==> src/rtl/pe_seq_pkg.sv <==
// Shared types and constants for the single-PE convolution sequencer.
package pe_seq_pkg;

   // Default MAC pipeline depth (line0..line2) drained before completion
   localparam int unsigned PIPE_DRAIN_DEF = 3;

   // Width of the optional performance counters
   localparam int unsigned PERF_CNT_W = 16;

   typedef enum logic [2:0] {
      S_IDLE,
      S_CONFIG,
      S_FETCH,
      S_MAC,
      S_FILTER_END,
      S_ROW_END,
      S_DRAIN,
      S_FINISH
   } seq_state_e;

endpackage : pe_seq_pkg

==> src/rtl/pe_seq_perf.sv <==
// Saturating stall/issue cycle counter pair for the PE sequencer MAC phase.
module pe_seq_perf
   import pe_seq_pkg::*;
#(
   parameter int unsigned CNT_W = PERF_CNT_W
) (
   input  logic             clk,
   input  logic             rst,
   input  logic             clear_i,
   input  logic             mac_i,
   input  logic             issue_i,
   output logic [CNT_W-1:0] stall_cycles_o,
   output logic [CNT_W-1:0] mac_cycles_o
);

   logic [CNT_W-1:0] stall_q, stall_d;
   logic [CNT_W-1:0] mac_q, mac_d;

   // Next-count: clear on job config, otherwise count MAC cycles by issue/stall, saturating
   always_comb begin
      stall_d = stall_q;
      mac_d   = mac_q;
      if (clear_i) begin
         stall_d = '0;
         mac_d   = '0;
      end else if (mac_i) begin
         if (issue_i) begin
            if (mac_q != '1) mac_d = mac_q + CNT_W'(1);
         end else begin
            if (stall_q != '1) stall_d = stall_q + CNT_W'(1);
         end
      end
   end

   // Counter registers
   always_ff @(posedge clk) begin
      if (rst) begin
         stall_q <= '0;
         mac_q   <= '0;
      end else begin
         stall_q <= stall_d;
         mac_q   <= mac_d;
      end
   end

   assign stall_cycles_o = stall_q;
   assign mac_cycles_o   = mac_q;

endmodule : pe_seq_perf

==> src/rtl/pe_sequencer.sv <==
// Control FSM for the single-PE convolution datapath: config load, issue pacing,
// filter/row stepping, MAC pipeline drain and completion pulse.
// Optional feature macro: PE_SEQ_PERF_EN adds stall_cycles/mac_cycles counters.
module pe_sequencer
   import pe_seq_pkg::*;
#(
   parameter int unsigned ROW_CNT_W   = 8,
   parameter int unsigned FILT_CNT_W  = 8,
   parameter int unsigned PIPE_DRAIN  = PIPE_DRAIN_DEF,
   parameter int unsigned DRAIN_CNT_W = 2
) (
   input  logic                 clk,
   input  logic                 rst,
   input  logic                 start,
   input  logic [ROW_CNT_W-1:0] num_rows,
   input  logic                 av_data,
   input  logic                 av_filter,
   input  logic                 co_filter,
   input  logic                 end_of_row,
   input  logic                 end_of_filter,
   output logic                 ld_stride,
   output logic                 ld_fileSize,
   output logic                 clear_sum,
   output logic                 put_data,
   output logic                 put_filter,
   output logic                 chip_en,
   output logic                 next_filter,
   output logic                 next_row,
   output logic                 busy,
   output logic                 done
`ifdef PE_SEQ_PERF_EN
   ,
   output logic [PERF_CNT_W-1:0] stall_cycles,
   output logic [PERF_CNT_W-1:0] mac_cycles
`endif
);

   seq_state_e             state_q, state_d;
   logic [ROW_CNT_W-1:0]   rows_m1_q, rows_m1_d;
   logic [ROW_CNT_W-1:0]   row_cnt_q, row_cnt_d;
   logic [FILT_CNT_W-1:0]  filt_cnt_q, filt_cnt_d;
   logic [DRAIN_CNT_W-1:0] drain_cnt_q, drain_cnt_d;
   logic                   eof_seen_q, eof_seen_d;
   logic                   issue_c;

   // Both operands present: an element pair can be issued this cycle
   assign issue_c = av_data && av_filter;

   // Next-state, counter updates and output decode
   always_comb begin
      state_d     = state_q;
      rows_m1_d   = rows_m1_q;
      row_cnt_d   = row_cnt_q;
      filt_cnt_d  = filt_cnt_q;
      drain_cnt_d = drain_cnt_q;
      eof_seen_d  = eof_seen_q;
      ld_stride   = 1'b0;
      ld_fileSize = 1'b0;
      clear_sum   = 1'b0;
      put_data    = 1'b0;
      put_filter  = 1'b0;
      chip_en     = 1'b0;
      next_filter = 1'b0;
      next_row    = 1'b0;
      done        = 1'b0;
      busy        = (state_q != S_IDLE);

      case (state_q)
         S_IDLE: begin
            if (start) begin
               state_d = S_CONFIG;
               // Store rows-1 so a zero request behaves as a single row and the
               // full-scale count compares without wrapping
               rows_m1_d = (num_rows == '0) ? '0 : num_rows - ROW_CNT_W'(1);
            end
         end
         S_CONFIG: begin
            ld_stride   = 1'b1;
            ld_fileSize = 1'b1;
            clear_sum   = 1'b1;
            row_cnt_d   = '0;
            filt_cnt_d  = '0;
            drain_cnt_d = '0;
            eof_seen_d  = 1'b0;
            state_d     = S_FETCH;
         end
         S_FETCH: begin
            if (issue_c) state_d = S_MAC;
         end
         S_MAC: begin
            put_data   = issue_c;
            put_filter = issue_c;
            chip_en    = issue_c;
            if (issue_c && co_filter) state_d = S_FILTER_END;
         end
         S_FILTER_END: begin
            next_filter = 1'b1;
            filt_cnt_d  = filt_cnt_q + FILT_CNT_W'(1);
            state_d     = end_of_row ? S_ROW_END : S_FETCH;
         end
         S_ROW_END: begin
            next_row  = 1'b1;
            row_cnt_d = row_cnt_q + ROW_CNT_W'(1);
            if (row_cnt_q == rows_m1_q) begin
               drain_cnt_d = '0;
               state_d     = S_DRAIN;
            end else begin
               filt_cnt_d = '0;
               state_d    = S_FETCH;
            end
         end
         S_DRAIN: begin
            if (drain_cnt_q == DRAIN_CNT_W'(PIPE_DRAIN - 1)) begin
               state_d = S_FINISH;
            end else begin
               drain_cnt_d = drain_cnt_q + DRAIN_CNT_W'(1);
            end
         end
         S_FINISH: begin
            done    = 1'b1;
            state_d = S_IDLE;
         end
         default: state_d = S_IDLE;
      endcase

      // Sticky status: filter scratch pad ran out during the active job
      if (state_q != S_IDLE && state_q != S_CONFIG && end_of_filter) eof_seen_d = 1'b1;
   end

   // State and counter registers
   always_ff @(posedge clk) begin
      if (rst) begin
         state_q     <= S_IDLE;
         rows_m1_q   <= '0;
         row_cnt_q   <= '0;
         filt_cnt_q  <= '0;
         drain_cnt_q <= '0;
         eof_seen_q  <= 1'b0;
      end else begin
         state_q     <= state_d;
         rows_m1_q   <= rows_m1_d;
         row_cnt_q   <= row_cnt_d;
         filt_cnt_q  <= filt_cnt_d;
         drain_cnt_q <= drain_cnt_d;
         eof_seen_q  <= eof_seen_d;
      end
   end

`ifdef PE_SEQ_PERF_EN
   logic in_mac_c;
   logic in_config_c;

   assign in_mac_c    = (state_q == S_MAC);
   assign in_config_c = (state_q == S_CONFIG);

   pe_seq_perf #(
      .CNT_W (PERF_CNT_W)
   ) u_perf (
      .clk            (clk),
      .rst            (rst),
      .clear_i        (in_config_c),
      .mac_i          (in_mac_c),
      .issue_i        (issue_c),
      .stall_cycles_o (stall_cycles),
      .mac_cycles_o   (mac_cycles)
   );
`else
   // Performance counters not built; control path is unchanged.
`endif

endmodule : pe_sequencer

==> config.mk <==
export PLATFORM = sky130hd
export DESIGN_NAME = pe_sequencer
export DESIGN_NICKNAME = d
export VERILOG_FILES = /design/src/rtl/pe_seq_pkg.sv /design/src/rtl/pe_seq_perf.sv /design/src/rtl/pe_sequencer.sv
export SDC_FILE = /design/constraint.sdc
export NUM_CORES = 1
export LEC_CHECK = 0
export BUFFER_PORTS_ARGS = -buffer_cell sky130_fd_sc_hd__buf_2
export CORE_MARGIN = 4
export CORE_UTILIZATION = 45
export DETAILED_ROUTE_END_ITERATION = 10
export PLACE_DENSITY = 0.73
export SLEW_MARGIN = 20
export SYNTH_ARGS = -nofsm -noshare
export SYNTH_HDL_FRONTEND = slang
export SYNTH_SLANG_ARGS = --single-unit
==> constraint.sdc <==
create_clock -name clk -period 3.8 [get_ports clk]
set_clock_uncertainty 0.05 [all_clocks]
set_input_delay 0.57 -clock clk [delete_from_list [all_inputs] [get_ports clk]]
set_output_delay 0.57 -clock clk [all_outputs]
set_load 0.005 [all_outputs]
==> flow_summary.ini <==
[worst_hold_path]
min_path_cells = 2
min-delay-start = rows_m1_q[5]$_SDFFE_PP0P_
hp-class = register to register
min_to = rows_m1_q[5]$_SDFFE_PP0P_

[placement]
portBuffers = 24
pre_cts_ws_ns = 1.87
gp_routability_congestion = 0.785
detailed_place_hpwl_mm = 2.20
post_dp_cell_area_sq_mm = 0.00140

[route]
ant_nets = 0
first_pass_iters = 4
drc = 0
via_per_inst = 5.77
wirelength_mm = 2.81
drt-initial-drc-count = 57
wire_per_inst_um = 13.7
vias = 1182

[setup_path]
r2r_start = state_q[2]$_SDFFE_PP0P_
critPathTopFamily = flip-flops
path_cells = clkinv_1 > nor3_1 > buf_2
crit_fanout = 13
r2r_setup_slack_ns = 2.00
end_kind = output port
crit_path_max_incr_delay_ns = 0.63
startpoint_type = register
cp.arrival_ns = 1.62
crit_buf_inv = 2
crit_type = register to output port
timing.rr.end = drain_cnt_q[0]$_SDFFE_PP0P_
cp_data_required_time_ns = 3.18
r2r_cells = 4
crit_slowest_cell = dfxtp_1

[global_routing]
met3_usage_pct = 1.24
grt_first_pass_wirelength_mm = 4.67
grt_usage_pct = 16.1
busiest_layer = met2
grt_pass1_vias = 1108
grt_overflow = 0
grt_use_met2_pct = 29.9
grt_util_met1_pct = 18.4
antenna_found_initial = 0
grt_max_degree = 21

[clock_network]
cts_htree_levels = 1
clock_latency_ns = 0.31
clk_path_buf_depth = 2
cts-resized-gates = 0
post_cts_buffers = 0
hold_buffers = 0
cts_sinks = 21
numCtsBuffers = 3
clkTransAtPathRegs_ns = 0.11
tritoncts = built
root_buffer = clkbuf_4

[logic_synthesis]
seq_area_frac_synth_pct = 32.4
syn_area_sq_mm = 0.00130
netlist_instances = 156
ys_seq_elements = 21
ys.flop_type = dfxtp_1
synthMuxAreaShare_pct = 0.867
synth_compound_area_share_pct = 19.7
synth_top_family_by_area = simple AND/OR/NAND/NOR gates
synth_cell_types = 43
async_flop_share_pct = 0
synthAdderAreaFrac_pct = 3.85
synth-edff-count = 0
syn_avg_cell_area_sq_um = 8.33
synth_xor_xnor_area_share_pct = 10.8
synth_fp_nets = 176
yosys.area_share.simple_pct = 25.0
ys_warn_count = 0

[sta]
worstMarginPinSlew_ns = 0.496
tns_ns = 0
finalCriticalPeriod_ns = 2.24
finalCritPeriodShare_pct = 59.0
setup_viol = 0
fin_ws_ns = 1.56
hold_viol_final = 0
fmax_ghz = 0.446
grt_setup_unrepaired = false
slew_violations = 0
hold_slack_ns = 0.452
max_slew_margin_pct = 66.9

[power_and_ir_drop]
power_leakage_nw = 0.566
powerDensity_mw_per_mm2 = 319
peakVddDrop_mv = 0.220

[floorplan]
placementRows = 19
die_area_sq_mm = 0.00381
die_y_um = 61.7
start_util_pct = 47.1
core_sq_mm = 0.00276
io_pins = 26
chipWidth_um = 61.7

[finish]
area_delta_synth_final_pct = 9.54
post-route-util_pct = 51.6
diodes = 0
layout.nets = 195
design_area_sq_mm = 0.00142
drive_gt1_share_pct = 20.1
nFillCells = 278

[outcome]
status = finished clean

[flow_run]
drv_cap = 0
per-stage QoR:
stage / cells / power [mW]
after floorplan: 156 / 0.326
after global placement: 201 / 0.349
after detailed placement: 201 / 0.353
after CTS: 205 / 0.460
after global routing: 205 / 0.484
final: 205 / 0.454
power breakdown:
part / internal [mW] / switching (mW)
sequential: 0.232 / 0.0185
clock: 0.0393 / 0.0681
combinational: 0.0445 / 0.0520
total: 0.316 / 0.139
tightest hold or removal path, cell delays in order (launching register included):
cell and delay, ns:
dfxtp_1 0.34, nand3b_1 0.08, o21ai_1 0.05
flip-flops by register name (all words and copies together) (netlist names):
name,cells
rows_m1_q,8
row_cnt_q,8
drain_cnt_q,2
state_q,3
metal layers:
| layer | vias up | wire [um] |
|---|---|---|
| met2 | 29 | 1440 |
| met4 | 0 | 59 |
| met5 | - | 0 |
| met1 | 563 | 1210 |
| met3 | 5 | 103 |
| li1 | 585 | - |
worst max-delay path by stage:
stage,endpoint,slack [ns],depth (start not counted),from
6_report,next_filter,1.56,3,state_q[2]$_SDFFE_PP0P_
5_1_grt,put_filter,1.41,3,state_q[1]$_SDFFE_PP0P_
4_1_cts,chip_en,1.56,3,state_q[1]$_SDFFE_PP0P_
3_5_place_dp,rows_m1_q[1]$_SDFFE_PP0P_,1.87,7,num_rows[0]
3_3_place_gp,rows_m1_q[4]$_SDFFE_PP0P_,1.92,7,num_rows[0]
2_1_floorplan,put_data,1.88,4,state_q[0]$_SDFFE_PP0P_
cell usage in the layout, fill, tap and decap left out, types with 2 or more instances in the layout:
cell and n:
o41ai_1 2, a211oi_1 2, a21o_1 2, ha_1 4, nand2b_1 3, nor2_1 18
nor3b_1 3, buf_2 24, nand2_1 8, nand3_1 3, a21oi_1 8, xnor2_1 10
nand3b_1 5, o31ai_1 3, xor2_1 6, nor3_1 5, o21ai_1 2, dfxtp_1 21
inv_1 8, a22oi_1 5, clkbuf_4 3, nand4_1 4, o21ai_0 6
cell families after synthesis:
family | count (synthesis)
XOR/XNOR | 16
multiplexers | 1
flip-flops | 21
buffers and inverters | 19
adder cells (fa/ha/maj) | 4
AO/OA/AOI/OAI | 37
AND/OR/NAND/NOR | 58
cell type report:
class | count | area [sq um] | share of cell area, %
clock inverter | 1 | 5.00 | 0.352
clock buffer | 3 | 22.5 | 1.58
sequential | 21 | 420 | 29.6
multi-input combinational | 116 | 782 | 55.0
tap | 31 | 38.8 | 2.73
inverter | 9 | 33.8 | 2.37
timing repair buffer | 24 | 120 | 8.44
cells in the mapped netlist, types with 2 or more instances:
| cell type | instances | area share, % |
|---|---|---|
| nor2_1 | 18 | 5.2 |
| o21ai_1 | 2 | 0.77 |
| o31ai_1 | 3 | 1.7 |
| a21oi_1 | 8 | 3.1 |
| clkbuf_1 | 3 | 0.87 |
| a21o_1 | 2 | 1.2 |
| xnor2_1 | 10 | 6.7 |
| nand3_1 | 3 | 1.2 |
| a211oi_1 | 2 | 1.2 |
| o21ai_0 | 6 | 2.3 |
| o41ai_1 | 2 | 1.3 |
| nand2b_1 | 3 | 1.4 |
| buf_4 | 4 | 2.3 |
| nor3b_1 | 3 | 1.7 |
| nand4_1 | 4 | 1.9 |
| a22oi_1 | 5 | 2.9 |
| inv_1 | 8 | 2.3 |
| dfxtp_1 | 21 | 32 |
| nand3b_1 | 5 | 2.9 |
| nor3_1 | 5 | 1.9 |
| buf_2 | 2 | 0.77 |
| nand2_1 | 8 | 2.3 |
| ha_1 | 4 | 3.9 |
| xor2_1 | 6 | 4.0 |
No activity file was read; power rests on OpenSTA's default activity.
